<file path="config.mk">
export PLATFORM = sky130hd
export DESIGN_NAME = mac_pipe_acc
export DESIGN_NICKNAME = d
export VERILOG_FILES = /design/src/rtl/mac_pipe_acc.sv
export SDC_FILE = /design/constraint.sdc
export NUM_CORES = 2
export LEC_CHECK = 0
export CAP_MARGIN = 20
export CORE_MARGIN = 5
export CORE_UTILIZATION = 63
export DETAILED_ROUTE_END_ITERATION = 10
export GPL_TIMING_DRIVEN = 1
export HOLD_SLACK_MARGIN = 0.08
export PLACE_DENSITY = 0.83
export SLEW_MARGIN = 20
export SYNTH_ARGS = -nofsm -noshare
export SYNTH_HDL_FRONTEND = slang
export SYNTH_SLANG_ARGS = --single-unit
</file>
<file path="constraint.sdc">
create_clock -name clk -period 12.6 [get_ports clk]
set_input_delay 1.89 -clock clk [delete_from_list [all_inputs] [get_ports clk]]
set_output_delay 1.89 -clock clk [all_outputs]
set_load 0.02 [all_outputs]
</file>
<file path="src/rtl/mac_pipe_acc.sv">
// mac_pipe_acc: LANES-wide signed dot-product pipeline feeding a saturating or wrapping group accumulator.
// Three stages: lane products, adder tree, accumulate; an unaccepted result freezes the whole pipe.
module mac_pipe_acc #(
    parameter int LANES = 8,
    parameter int DW    = 8,
    parameter int ACCW  = 32,
    parameter bit SAT   = 1
) (
    input  logic                  clk,
    input  logic                  rst,
    input  logic                  in_valid,
    output logic                  in_ready,
    input  logic [LANES*DW-1:0]   data,
    input  logic [LANES*DW-1:0]   weight,
    input  logic                  first,
    input  logic                  last,
    output logic                  out_valid,
    input  logic                  out_ready,
    output logic [ACCW-1:0]       result,
    output logic                  ovf
);
    localparam int PW = 2 * DW;
    localparam int TW = PW + $clog2(LANES);

    logic                  w_stall;
    logic signed [PW-1:0]  w_prod [LANES];
    logic signed [PW-1:0]  r_prod [LANES];
    logic                  r_s1_v, r_s1_first, r_s1_last;
    logic signed [TW-1:0]  w_tree, r_s2_sum;
    logic                  r_s2_v, r_s2_first, r_s2_last;
    logic signed [ACCW:0]  w_sum;
    logic                  w_of, w_grp_ovf;
    logic signed [ACCW-1:0] r_acc, w_acc;
    logic                  r_ovf_acc;

    assign w_stall  = out_valid && !out_ready;
    assign in_ready = !w_stall;

    always_comb begin
        for (int i = 0; i < LANES; i++)
            w_prod[i] = PW'($signed(data[i*DW +: DW])) * PW'($signed(weight[i*DW +: DW]));
    end

    always_comb begin
        w_tree = '0;
        for (int i = 0; i < LANES; i++)
            w_tree = w_tree + TW'(r_prod[i]);
    end

    // Sum one bit wider than the accumulator so overflow shows as a sign-bit disagreement.
    always_comb begin
        w_sum     = (r_s2_first ? '0 : (ACCW+1)'(r_acc)) + (ACCW+1)'(r_s2_sum);
        w_of      = w_sum[ACCW] != w_sum[ACCW-1];
        w_acc     = (!w_of || !SAT) ? w_sum[ACCW-1:0] :
                    w_sum[ACCW] ? {1'b1, {(ACCW-1){1'b0}}} : {1'b0, {(ACCW-1){1'b1}}};
        w_grp_ovf = w_of || (!r_s2_first && r_ovf_acc);
    end

    always_ff @(posedge clk) begin
        if (rst) begin
            r_s1_v    <= 1'b0;
            r_s2_v    <= 1'b0;
            r_acc     <= '0;
            r_ovf_acc <= 1'b0;
            result    <= '0;
            ovf       <= 1'b0;
            out_valid <= 1'b0;
        end else if (!w_stall) begin
            r_s1_v     <= in_valid;
            r_s1_first <= first;
            r_s1_last  <= last;
            r_prod     <= w_prod;
            r_s2_v     <= r_s1_v;
            r_s2_first <= r_s1_first;
            r_s2_last  <= r_s1_last;
            r_s2_sum   <= w_tree;
            out_valid  <= r_s2_v && r_s2_last;
            if (r_s2_v) begin
                r_acc     <= w_acc;
                r_ovf_acc <= w_grp_ovf;
                if (r_s2_last) begin
                    result <= w_acc;
                    ovf    <= w_grp_ovf;
                end
            end
        end
    end
endmodule
</file>
Word-level counts from Yosys, hierarchy flattened. Index checks and enable logic that the tools add are counted.

Register bits after elaboration: 220. Bits in latches: 0. Memory bits (writable): 0. Bits in read-only memories: 0. Input port bits: 134. Output and inout port bits: 35. Memories kept: 0.

Add/subtract/negate cells: 8. Multipliers: 8. Div/mod/pow operators: 0. Order comparisons: 0. Equality and inequality tests: 1. Shifts and indexed selects: 0. Multiplexer cells: 3. Bitwise gates (word level): 2. Reductions and logical operators: 10.

Operator list (count): $mul A8 B8 Y16 (8); $add A19 B16 Y19 (4); $mux W32 (2); $add A33 B33 Y33 (1); $mux W33 (1); $add A18 B16 Y19 (1); $add A17 B16 Y18 (1); $add A16 B16 Y17 (1); $reduce_and A2 Y1 (2); $logic_and A1 B1 Y1 (3); $logic_not A1 Y1 (3); $reduce_and A3 Y1 (1); $not A1 Y1 (2); $logic_or A1 B1 Y1 (1); $ne A1 B1 Y1 (1).

Longest topological paths before layout.
Word-level depth: 7. Depth in mapped cells: 19.

Worst setup path after synthesis. No wires, ideal clock.

Path kind: input port to flip-flop. Start point: input port out_ready. End point: register r_prod[0] (netlist bit), enable pin. Arrival time: 9.067 ns. Slack: 2.854 ns. Stages on the path: 3. Buffers on the path: 1. Cell sequence: nand2b_1 -> clkbuf_1 -> nor2b_1.

Word-level cells in the longest chain between the ends: 4.

Ends and longest elaborated chain: from (decl) (line 18) `input logic out_ready,`; $logic_not A1 Y1 (line 36) `assign w_stall = out_valid && !out_ready;`; $logic_and A1 B1 Y1 (line 36); $not A1 Y1 (no source line); $reduce_and A2 Y1 (no source line); to (signal assigned) (line 72) `r_prod <= w_prod;`; to (decl) (line 27) `logic signed [PW-1:0] r_prod [LANES];`.

No other way between the ends. A chain may end at the register's enable or synchronous reset.

==> flow_summary.ini <==
[cells_and_area]
final_nets = 4530
drive_gt1_share_pct = 2.98
final_common_cell = inv_1
area_growth_pct = 9.86
n_fill_cell = 3935
layout_common_cells = inv_1, fa_1, and2_1, ha_1, nand2_1

[clock_network]
cts.repair.resized = 0
cts_max_level = 1
clk_pin_slew_ns = 0.06
cts_setup_buffers = 0
cts_hold_buf = 0
root_buffer = clkbuf_16
numCtsBuffers = 24
clk_latency_ns = 0.52
cts.path.max_buffers = 3
clock-sinks = 220
cts_tree = built

[synth]
ys_ff_latch = 220
syn_area_mm2 = 0.0328
ys.flop_type = edfxtp_1
yosysWarningCount = 0
synth_edf_count = 151
synth_top_area_share_pct = 33.0
yosysSeqAreaShare_pct = 18.0
async_flop_share_pct = 0
ys_types = 73
yosysTopAreaCell = fa_1
netlist_instances = 3411
syn-num-nets = 4368
synth_area_leaders = fa_1, edfxtp_1, ha_1, inv_1, and2_1
syn_area_per_cell_um2 = 9.61

[floorplan]
fp.dieH_um = 238
die_w_um = 238
design.core.area_mm2 = 0.0514
dieArea_mm2 = 0.0567
ios = 169
start_util_pct = 63.8
rows = 83

[sta]
fin_crit_sh_pct = 50.5
finalHoldViolCount = 0
finalSetupTns_ns = 0
slew_viol_final = 0
worstMarginPinSlew_ns = 0.911
skew_ns = 0.0148
fmax_ghz = 0.157
period_needed_ns = 6.36
rsz0062_at_grt = no
finalSetupViolCount = 0
maxSlewHeadroom_pct = 39.3

[critical_path]
path_buf_inv = 5
path_max_fanout = 8
critPathSlowestCell = clkdlybuf4s50_1
cp-start-kind = input pin
worst_ep_arrival_time_ns = 6.65
critPathTopFamily = adder cells
required_ns = 12.89
worst_setup_path_end_kind = flop
crit_chain = clkdlybuf4s50_1 > and2_1 > fa_1 > inv_1 > fa_1 > inv_1 > fa_1 > inv_1 > fa_1 > inv_1 > ha_1 > o21ai_0 > a21boi_0 > o21ai_0 > a21boi_0 > o21ai_0 > nand2_1 > o311ai_0
crit_type = in2reg
rrSetupSlack_ns = 7.29
cpPeakStageDelay_ns = 0.55

[route]
vias = 22900
wl_per_cell_um = 16.2
drc = 0
drt_iter0_drc = 1505
vias_per_cell = 5.36
first_pass_iters = 6
drt-total-wl_mm = 69.2
ant_nets = 0

[status]
outcome = complete, no violations

[global_route]
grt_max_degree = 73
grt_overflow = 0
antenna_found_initial = 3
grt_pass1_wl_mm = 118
grt_pass1_vias = 24500
grt_use_total_pct = 25.1

[min_path]
min_path_type = reg2reg

[placed_design]
place_hpwl_mm = 58.7
gp_congestion = 0.949
numPortBuffers = 168

[flow_run]
drv_cap = 0
==> worst paths after layout <==
| path | from | endpoint | cells after the start |
|---|---|---|---|
| min reg2reg | r_s1_first$_DFFE_PP_ | r_s2_first$_DFFE_PP_ | 0 |
| max reg2reg | r_prod[50]$_DFFE_PP_ | r_s2_sum[18]$_DFFE_PP_ | 18 |
| max | weight[25] | r_prod[78]$_DFFE_PP_ | 18 |
| min | r_s1_first$_DFFE_PP_ | r_s2_first$_DFFE_PP_ | 0 |
==> registers in the layout (all words and copies together) (netlist names), 19 cells and up <==
name      count
result       32
r_prod      128
r_s2_sum     19
r_acc        32
==> per-layer routing <==
metal	global-route usage [%]	wire (um)
met5	0	13
met4	5.46	1780
met3	2.07	2720
met1	33.0	28400
met2	45.7	36400
==> cells in the mapped netlist (all sizes together) (16+ instances only) <==
library cell,number
o21ai,43
a21o,25
xnor2,135
nand2b,27
xor2,17
nand3,38
a21boi,19
clkbuf,24
a211oi,61
nand2,188
dfxtp,69
buf,17
edfxtp,151
nor2b,102
ha,283
and2,351
nor3,36
a311oi,18
a31oi,16
a21oi,69
nor2,140
inv,874
fa,540
==> through the flow <==
| step | hold slack [ns] | setup WS [ns] | cell area, um2 | std cells | util, % |
|---|---|---|---|---|---|
| 3_5_place_dp | 0.420 | 5.76 | 35200 | 4226 | 68.5 |
| 5_1_grt | 0.431 | 5.83 | 36000 | 4272 | 70.1 |
| 3_3_place_gp | 0.412 | 5.94 | 35200 | 4225 | 68.5 |
| 4_1_cts | 0.422 | 6.26 | 36000 | 4269 | 70.0 |
| 6_report | 0.422 | 6.24 | 36000 | 4272 | 70.1 |
| 2_1_floorplan | 0.400 | 2.85 | 32800 | 3411 | - |
==> cell type report <==
cell class | instances | area (um2) | share of cell area [%]
diodes | 2 | 5.00 | 0.0139
clock buffers | 32 | 693 | 1.92
clock inverters | 11 | 88.8 | 0.247
repair buffers | 177 | 1760 | 4.90
well taps | 680 | 851 | 2.36
multi-input cells | 2276 | 23400 | 65.0
flip-flops and latches | 220 | 5920 | 16.4
inverters | 874 | 3280 | 9.11
==> logic make-up (layout without fill, tap and decap cells) <==
group	after synthesis	in the layout	synth area share [%]
AOI/OAI and AO/OA	335	335	7.53
xor gates and xnor gates	152	152	4.06
adders and majority gates	823	823	43.8
buffers and inverters	915	1094	10.6
DFF	220	220	18.0
muxes	17	17	0.553
other	0	2	0
and+or+nand+nor	949	949	15.5
Power is left out: the tool's default activity adds up to more than one toggle a clock period on the data nets, which glitch-free logic cannot reach.
